## config.mk

```make
export PLATFORM = sky130hd
export DESIGN_NAME = byte_serial_add_ctrl
export DESIGN_NICKNAME = d
export VERILOG_FILES = /design/src/rtl/byte_serial_add_ctrl_pkg.sv /design/src/rtl/byte_serial_add_ctrl.sv
export SDC_FILE = /design/constraint.sdc
export NUM_CORES = 1
export LEC_CHECK = 0
export BUFFER_PORTS_ARGS = -buffer_cell sky130_fd_sc_hd__buf_4
export CAP_MARGIN = 20
export CORE_ASPECT_RATIO = 1.25
export CORE_MARGIN = 2
export CORE_UTILIZATION = 40
export DETAILED_ROUTE_END_ITERATION = 16
export GPL_TIMING_DRIVEN = 0
export PLACE_DENSITY_LB_ADDON = 0.25
export SYNTH_ARGS = -nofsm -noshare
export SYNTH_HDL_FRONTEND = slang
export SYNTH_SLANG_ARGS = --single-unit
```

## constraint.sdc

```tcl
create_clock -name clk -period 2.65 [get_ports clk]
set_input_delay 0.1325 -clock clk [delete_from_list [all_inputs] [get_ports clk]]
set_output_delay 0.1325 -clock clk [all_outputs]
set_load 0.03 [all_outputs]
```

## src/rtl/byte_serial_add_ctrl_pkg.sv

```systemverilog
// Shared definitions for the byte-serial add sequencer.
//   state_t        : sequencer states (IDLE, RUN, DONE)
//   BYTE_W         : width of one adder slice (8)
//   NBYTES_DEFAULT : default operand width in bytes
//   byte_lo()      : bit index of the LSB of byte k in a wide word
package byte_serial_add_ctrl_pkg;

  typedef enum logic [1:0] {
    IDLE = 2'd0,
    RUN  = 2'd1,
    DONE = 2'd2
  } state_t;

  localparam int BYTE_W         = 8;
  localparam int NBYTES_DEFAULT = 4;

  // Byte k occupies bits [byte_lo(k) +: BYTE_W] of a wide operand.
  function automatic int byte_lo(input int k);
    return k * BYTE_W;
  endfunction

endpackage

```

## src/rtl/byte_serial_add_ctrl.sv

```systemverilog
// Multi-byte adder sequencer: feeds one byte per clock to an external
// 8-bit ripple-carry adder and assembles the wide result.
// Ports:
//   clk, rst_n          clock (rising) / async active-low reset
//   start               request, sampled only in IDLE
//   op_a, op_b, cin     operands and initial carry (latched on accept)
//   add_a, add_b        byte to adder, index 0 = LSB (0 outside RUN)
//   add_cin             carry to adder (0 outside RUN)
//   add_s, add_cout     adder sum (index 0 = LSB) and carry-out
//   sum, cout, ovf      result, final carry, signed overflow (held)
//   busy                high in RUN and DONE
//   done                one-cycle pulse in DONE
// Handshake: start is accepted on the rising edge where the block is IDLE
// and start=1; the result is valid from the done cycle on and stays until
// the next accepted start. start outside IDLE is ignored (no queueing).
module byte_serial_add_ctrl
  import byte_serial_add_ctrl_pkg::*;
#(
  parameter int NBYTES = NBYTES_DEFAULT
) (
  input  logic                       clk,
  input  logic                       rst_n,
  input  logic                       start,
  input  logic [BYTE_W*NBYTES-1:0]   op_a,
  input  logic [BYTE_W*NBYTES-1:0]   op_b,
  input  logic                       cin,
  output logic [0:BYTE_W-1]          add_a,
  output logic [0:BYTE_W-1]          add_b,
  output logic                       add_cin,
  input  logic [0:BYTE_W-1]          add_s,
  input  logic                       add_cout,
  output logic [BYTE_W*NBYTES-1:0]   sum,
  output logic                       cout,
  output logic                       ovf,
  output logic                       busy,
  output logic                       done
);

  localparam int W  = BYTE_W * NBYTES;
  localparam int KW = $clog2(NBYTES);

  state_t          state_r, state_nx;
  logic [KW-1:0]   k_r;
  logic            carry_r;
  logic [W-1:0]    a_lat, b_lat;
  logic [W-1:0]    sum_r;
  logic            cout_r, ovf_r;

  logic            last_byte;
  logic [W-1:0]    a_sh, b_sh;
  logic [7:0]      s_byte;
  logic [W-1:0]    sum_nx;
  int              lo;

  assign last_byte = (k_r == KW'(NBYTES - 1));

  // State register
  always_ff @(posedge clk or negedge rst_n) begin
    if (!rst_n) state_r <= IDLE;
    else        state_r <= state_nx;
  end

  // Next-state logic
  always_comb begin
    state_nx = state_r;
    case (state_r)
      IDLE:    if (start) state_nx = RUN;
      RUN:     if (last_byte) state_nx = DONE;
      DONE:    state_nx = IDLE;
      default: state_nx = IDLE;
    endcase
  end

  // Byte selection and sum merge. The adder ports are bit-ascending
  // ([0:7], index 0 = LSB) so bytes are copied bit by bit rather than by
  // vector assignment, which would reverse the significance.
  always_comb begin
    lo   = byte_lo(int'(k_r));
    a_sh = a_lat >> lo;
    b_sh = b_lat >> lo;
    for (int i = 0; i < BYTE_W; i++) s_byte[i] = add_s[i];
    sum_nx = (sum_r & ~({{(W-8){1'b0}}, 8'hFF} << lo)) |
             ({{(W-8){1'b0}}, s_byte} << lo);
  end

  // Output logic
  always_comb begin
    add_a   = '0;
    add_b   = '0;
    add_cin = 1'b0;
    busy    = (state_r != IDLE);
    done    = (state_r == DONE);
    if (state_r == RUN) begin
      for (int i = 0; i < BYTE_W; i++) begin
        add_a[i] = a_sh[i];
        add_b[i] = b_sh[i];
      end
      add_cin = carry_r;
    end
  end

  // Datapath registers
  always_ff @(posedge clk or negedge rst_n) begin
    if (!rst_n) begin
      k_r     <= '0;
      carry_r <= 1'b0;
      a_lat   <= '0;
      b_lat   <= '0;
      sum_r   <= '0;
      cout_r  <= 1'b0;
      ovf_r   <= 1'b0;
    end else begin
      case (state_r)
        IDLE: begin
          if (start) begin
            a_lat   <= op_a;
            b_lat   <= op_b;
            carry_r <= cin;
            k_r     <= '0;
          end
        end
        RUN: begin
          sum_r   <= sum_nx;
          carry_r <= add_cout;
          k_r     <= k_r + KW'(1);
          // Final byte: its sum MSB is the result MSB, so overflow can be
          // decided here and presented together with cout in DONE.
          if (last_byte) begin
            cout_r <= add_cout;
            ovf_r  <= (a_lat[W-1] == b_lat[W-1]) && (add_s[BYTE_W-1] != a_lat[W-1]);
          end
        end
        default: ;
      endcase
    end
  end

  assign sum  = sum_r;
  assign cout = cout_r;
  assign ovf  = ovf_r;

endmodule

```

## Yosys cells after proc, flatten, opt, wreduce, memory -nomap -nowiden

Index checks and enable logic that the tools add are counted.

- Bits in registers: 103
- Logic and storage cells: 41
- Output and inout port bits: 53
- Input port bits: 77

- Shift operators: 4
- $add $sub $neg: 1
- Mux-type cells: 10
- Bitwise gates (word level): 3
- Reduce and logical (&&, ||, !) cells: 8
- Equality and inequality tests: 7

Operators by type and width:

| cell | count |
|---|---|
| $shr 32x5->8 | 2 |
| $and 32x32->32 | 1 |
| $not 32->32 | 1 |
| $or 32x32->32 | 1 |
| $shl 8x5->32 | 1 |
| $shl 8x5->32 const A | 1 |
| $mux 8 | 2 |
| $pmux 2 s2 | 2 |
| $reduce_and 2->1 | 4 |
| $mux 2 | 3 |
| $eq 2x2->1 const B | 2 |
| $ne 2x2->1 const B | 2 |
| $reduce_bool 2->1 | 2 |
| $add 2x1->2 const B | 1 |
| $eq 2x1->1 const B | 1 |
| $logic_not 2->1 | 1 |
| $mux 1 | 2 |
| $pmux 1 s2 | 1 |
| $eq 1x1->1 | 1 |
| $logic_and 1x1->1 | 1 |
| $ne 1x1->1 | 1 |

## Depth between registers and ports, before layout

- Depth in word-level cells: 4
- Gate-level depth with buffers: 6
- Depth with buffers taken out: 4

## Least setup slack after synthesis

Ideal clock, no wire load.

- Path kind: register to output
- Start point: register k_r[0]
- End point: output add_a[7] in the netlist's numbering
- Buffers on the path: 1
- Data required time: 2.518 ns
- Arrival time: 1.396 ns
- Path slack: 1.122 ns
- Stages on the path, launching flop included: 4
- Cells stage by stage: dfrtp_1 buf_4 mux4_2 and2_1

- Cells in the longest elaborated chain, start to end: 2

Ends and longest elaborated chain:

| what | line | source |
|---|---|---|
| start, declared | byte_serial_add_ctrl.sv:43 | `logic [KW-1:0] k_r;` |
| start signal, assigned | byte_serial_add_ctrl.sv:125 | `k_r <= k_r + KW'(1);` |
| $shr 32x5->8 | byte_serial_add_ctrl.sv:79 | `a_sh = a_lat >> lo;` |
| $mux 8 | byte_serial_add_ctrl.sv:93 | `if (state_r == RUN) begin` |
| end, declared | byte_serial_add_ctrl.sv:27 | `output logic [0:BYTE_W-1] add_a,` |

No other way between the ends.

## Final worst setup path

- Start point: register k_r[1]
- End point: output add_b[7] in the netlist's numbering

- Cells in the longest elaborated chain, start to end: 2

Ends and longest elaborated chain:

| what | line | source |
|---|---|---|
| $shr 32x5->8 | byte_serial_add_ctrl.sv:80 | `b_sh = b_lat >> lo;` |
| $mux 8 | byte_serial_add_ctrl.sv:93 |  |
| end, declared | byte_serial_add_ctrl.sv:28 | `output logic [0:BYTE_W-1] add_b,` |

No other way between the ends.

==> reports/metrics.yaml <==
status: "complete, no violations"
routedWlPerCell_um: 16.2
num_antenna_cells: 0
clockBufferDepth: 2
grt_pass1_vias: 3969
syn_avg_cell_area_um2: 10.6
synth_common_cells: "198 x nand2_1, 103 x dfrtp_1, 32 x a22o_1"
cap_violations: 0
syn_nets: 499
io_pins: 130
start_util_pct: 41.5
reg2reg_to: "sum[5]"
routed_wl_um: 12300
cts-resized-gates: 0
vias_per_cell: 5.08
period_needed_ns: 2.11
clock_skew_ns: 0.00378
nNetsFinal: 703
area_growth_pct: 46.6
start_kind: "flop"
place_hpwl_um: 8240
place_area_um2: 5590
p_leak_nw: 3.32
drive_gt1_share_pct: 28.7
ctsRootBufferMaster: "clkbuf_16"
synth_edf_count: 0
required_ns: 2.52
row_count: 42
synth_top_cell_by_area: "dfrtp_1"
antenna_found_initial: 0
syn_inst: 418
whs_ns: 0.0177
rsz0062_at_grt: "no"
period_share_pct: 79.7
crit_path_end: "add_b[7]"
fp.dieH_um: 122
track_usage_pct: 21.3
synth_cell_types: 28
post-route-drc-count: 0
max_slew_margin_pct: 60.5
tns_ns: 0
final_cell_area_um2: 6490
peakVddDrop_v: 0.000513
htree_levels: 3
insertion_delay_ns: 0.34
fmax_mhz: 474
drtIter0Drc: 190
hold_viol_final: 0
gp_congestion: 0.857
netlist_area_um2: 4430
gr-total-overflow: 0
crit-reg2reg-launch: "k_r[0]"
finalMaxSlewViolations: 0
worst-setup-path-type: "flop to output pin"
port-buffer-count: 129
yosysWarnings: 0
dr.pass1.iters: 4
hold_class: "input port to flop"
synth_top_area_share_pct: 58.2
worst-r2r-setup-slack_ns: 0.98
cts_buffers: 9
synthMostInstantiatedCell: "nand2_1"
crit_path_max_fanout: 10
die_w_um: 98.1
grt_max_degree: 63
die_area_um2: 11900
reg2regPathDepth: 5
setup_viol: 0
netlist_top_cells_area: "dfrtp_1 58%, nand2_1 17%, mux4_2 8.1%"
ys_seq_elements: 103
fillers: 890
worst_pin_slew_ns: 0.590
worstSetupStartpoint: "k_r[1]"
yosys_most_used_dff: "dfrtp_1"
ant_nets: 0
synthArstFlopShare_pct: 100
worst_ep_arrival_time_ns: 1.98
vias: 3840
cts_tree: "yes"
seq_area_frac_synth_pct: 58.2
core_area_um2: 10700
power.density_nw_per_um2: 1240
path_clk_slew_ns: 0.06
grt_pass1_wl_um: 19600
cts_sinks: 103
crit_path_end_kind: "output pin"
-- worst max-delay path: stages, from the launching register on --
cell	delay (ns)
dfrtp_1	0.38
buf_4	0.23
buf_2	0.32
mux4_2	0.34
and2_1	0.20
buf_4	0.17
-- placed cells by master (no fill, tap or decap), drive strengths merged, types with 2 or more instances in the layout --
| cell | count |
|---|---|
| o21ai | 3 |
| a22o | 32 |
| nand3 | 2 |
| clkbuf | 21 |
| and2 | 17 |
| dfrtp | 103 |
| dlygate4sd3 | 63 |
| nand2 | 198 |
| inv | 3 |
| nor3 | 4 |
| ha | 4 |
| buf | 144 |
| mux4 | 16 |
-- power breakdown --
part	leakage (nW)	switching [mW]	total [mW]	internal, mW
Combinational	1.91	2.32	4.07	1.76
Clock	0.136	0.542	1.24	0.697
Sequential	1.28	0.430	2.76	2.33
-- worst min path at each step --
stage	start	to	slack, ns	depth (start not counted)
after floorplan	rst_n	a_lat[0]	-0.16	0
after global placement	op_a[29]	a_lat[29]	0.32	3
after detailed placement	rst_n	sum[2]	0.16	1
after CTS	op_b[8]	b_lat[8]	0.002	3
after global routing	op_a[30]	a_lat[30]	0.02	3
final	op_a[30]	a_lat[30]	0.02	3
-- stage by stage --
step | instances | total power [mW] | setup WS [ns] | utilization (%)
6_report | 756 | 8.07 | 0.538 | 60.9
5_1_grt | 756 | 8.58 | 0.428 | 60.9
4_1_cts | 755 | 8.13 | 0.505 | 60.8
3_5_place_dp | 680 | 6.81 | 0.876 | 52.4
3_3_place_gp | 679 | 6.71 | 0.879 | 52.2
2_1_floorplan | 418 | 5.40 | 1.12 | -
-- logic make-up after synthesis --
| group | after synthesis | share of synthesized area [%] |
|---|---|---|
| multiplexers | 17 | 8.39 |
| buffers and inverters | 26 | 3.19 |
| flip-flops | 103 | 58.2 |
| adder cells (fa/ha/maj) | 4 | 1.13 |
| AND/OR/NAND/NOR | 230 | 22.0 |
| AO/OA/AOI/OAI | 38 | 7.12 |
-- layout make-up --
| type | instances | area (um^2) | share of cell area, % |
|---|---|---|---|
| Timing Repair Buffer | 193 | 1630 | 25.0 |
| Multi-Input combinational cell | 289 | 1710 | 26.4 |
| Inverter | 3 | 11.3 | 0.173 |
| Sequential cell | 103 | 2580 | 39.7 |
| Clock buffer | 12 | 267 | 4.10 |
| Buffer | 23 | 130 | 2.00 |
| Tap cell | 132 | 165 | 2.54 |
| Clock inverter | 1 | 5.00 | 0.0771 |
-- sequential cells by signal, summed over array words and instances (netlist names) --
register and count:
b_lat 32, state_r 2, cout 1, ovf 1, k_r 2, sum 32
carry_r 1, a_lat 32
-- routing by layer --
metal / track usage, % / wire [um]
met5: 0 / 0
met4: 12.0 / 425
met3: 3.56 / 698
met2: 36.7 / 6180
met1: 25.6 / 4960
-- timing repair --
| item | in CTS | in global routing |
|---|---|---|
| hold endpoints to repair | 102 | 1 |
| hold buffers | 62 | 1 |
| setup buffers | 0 | 0 |
Power figures use the tool's default switching activity.
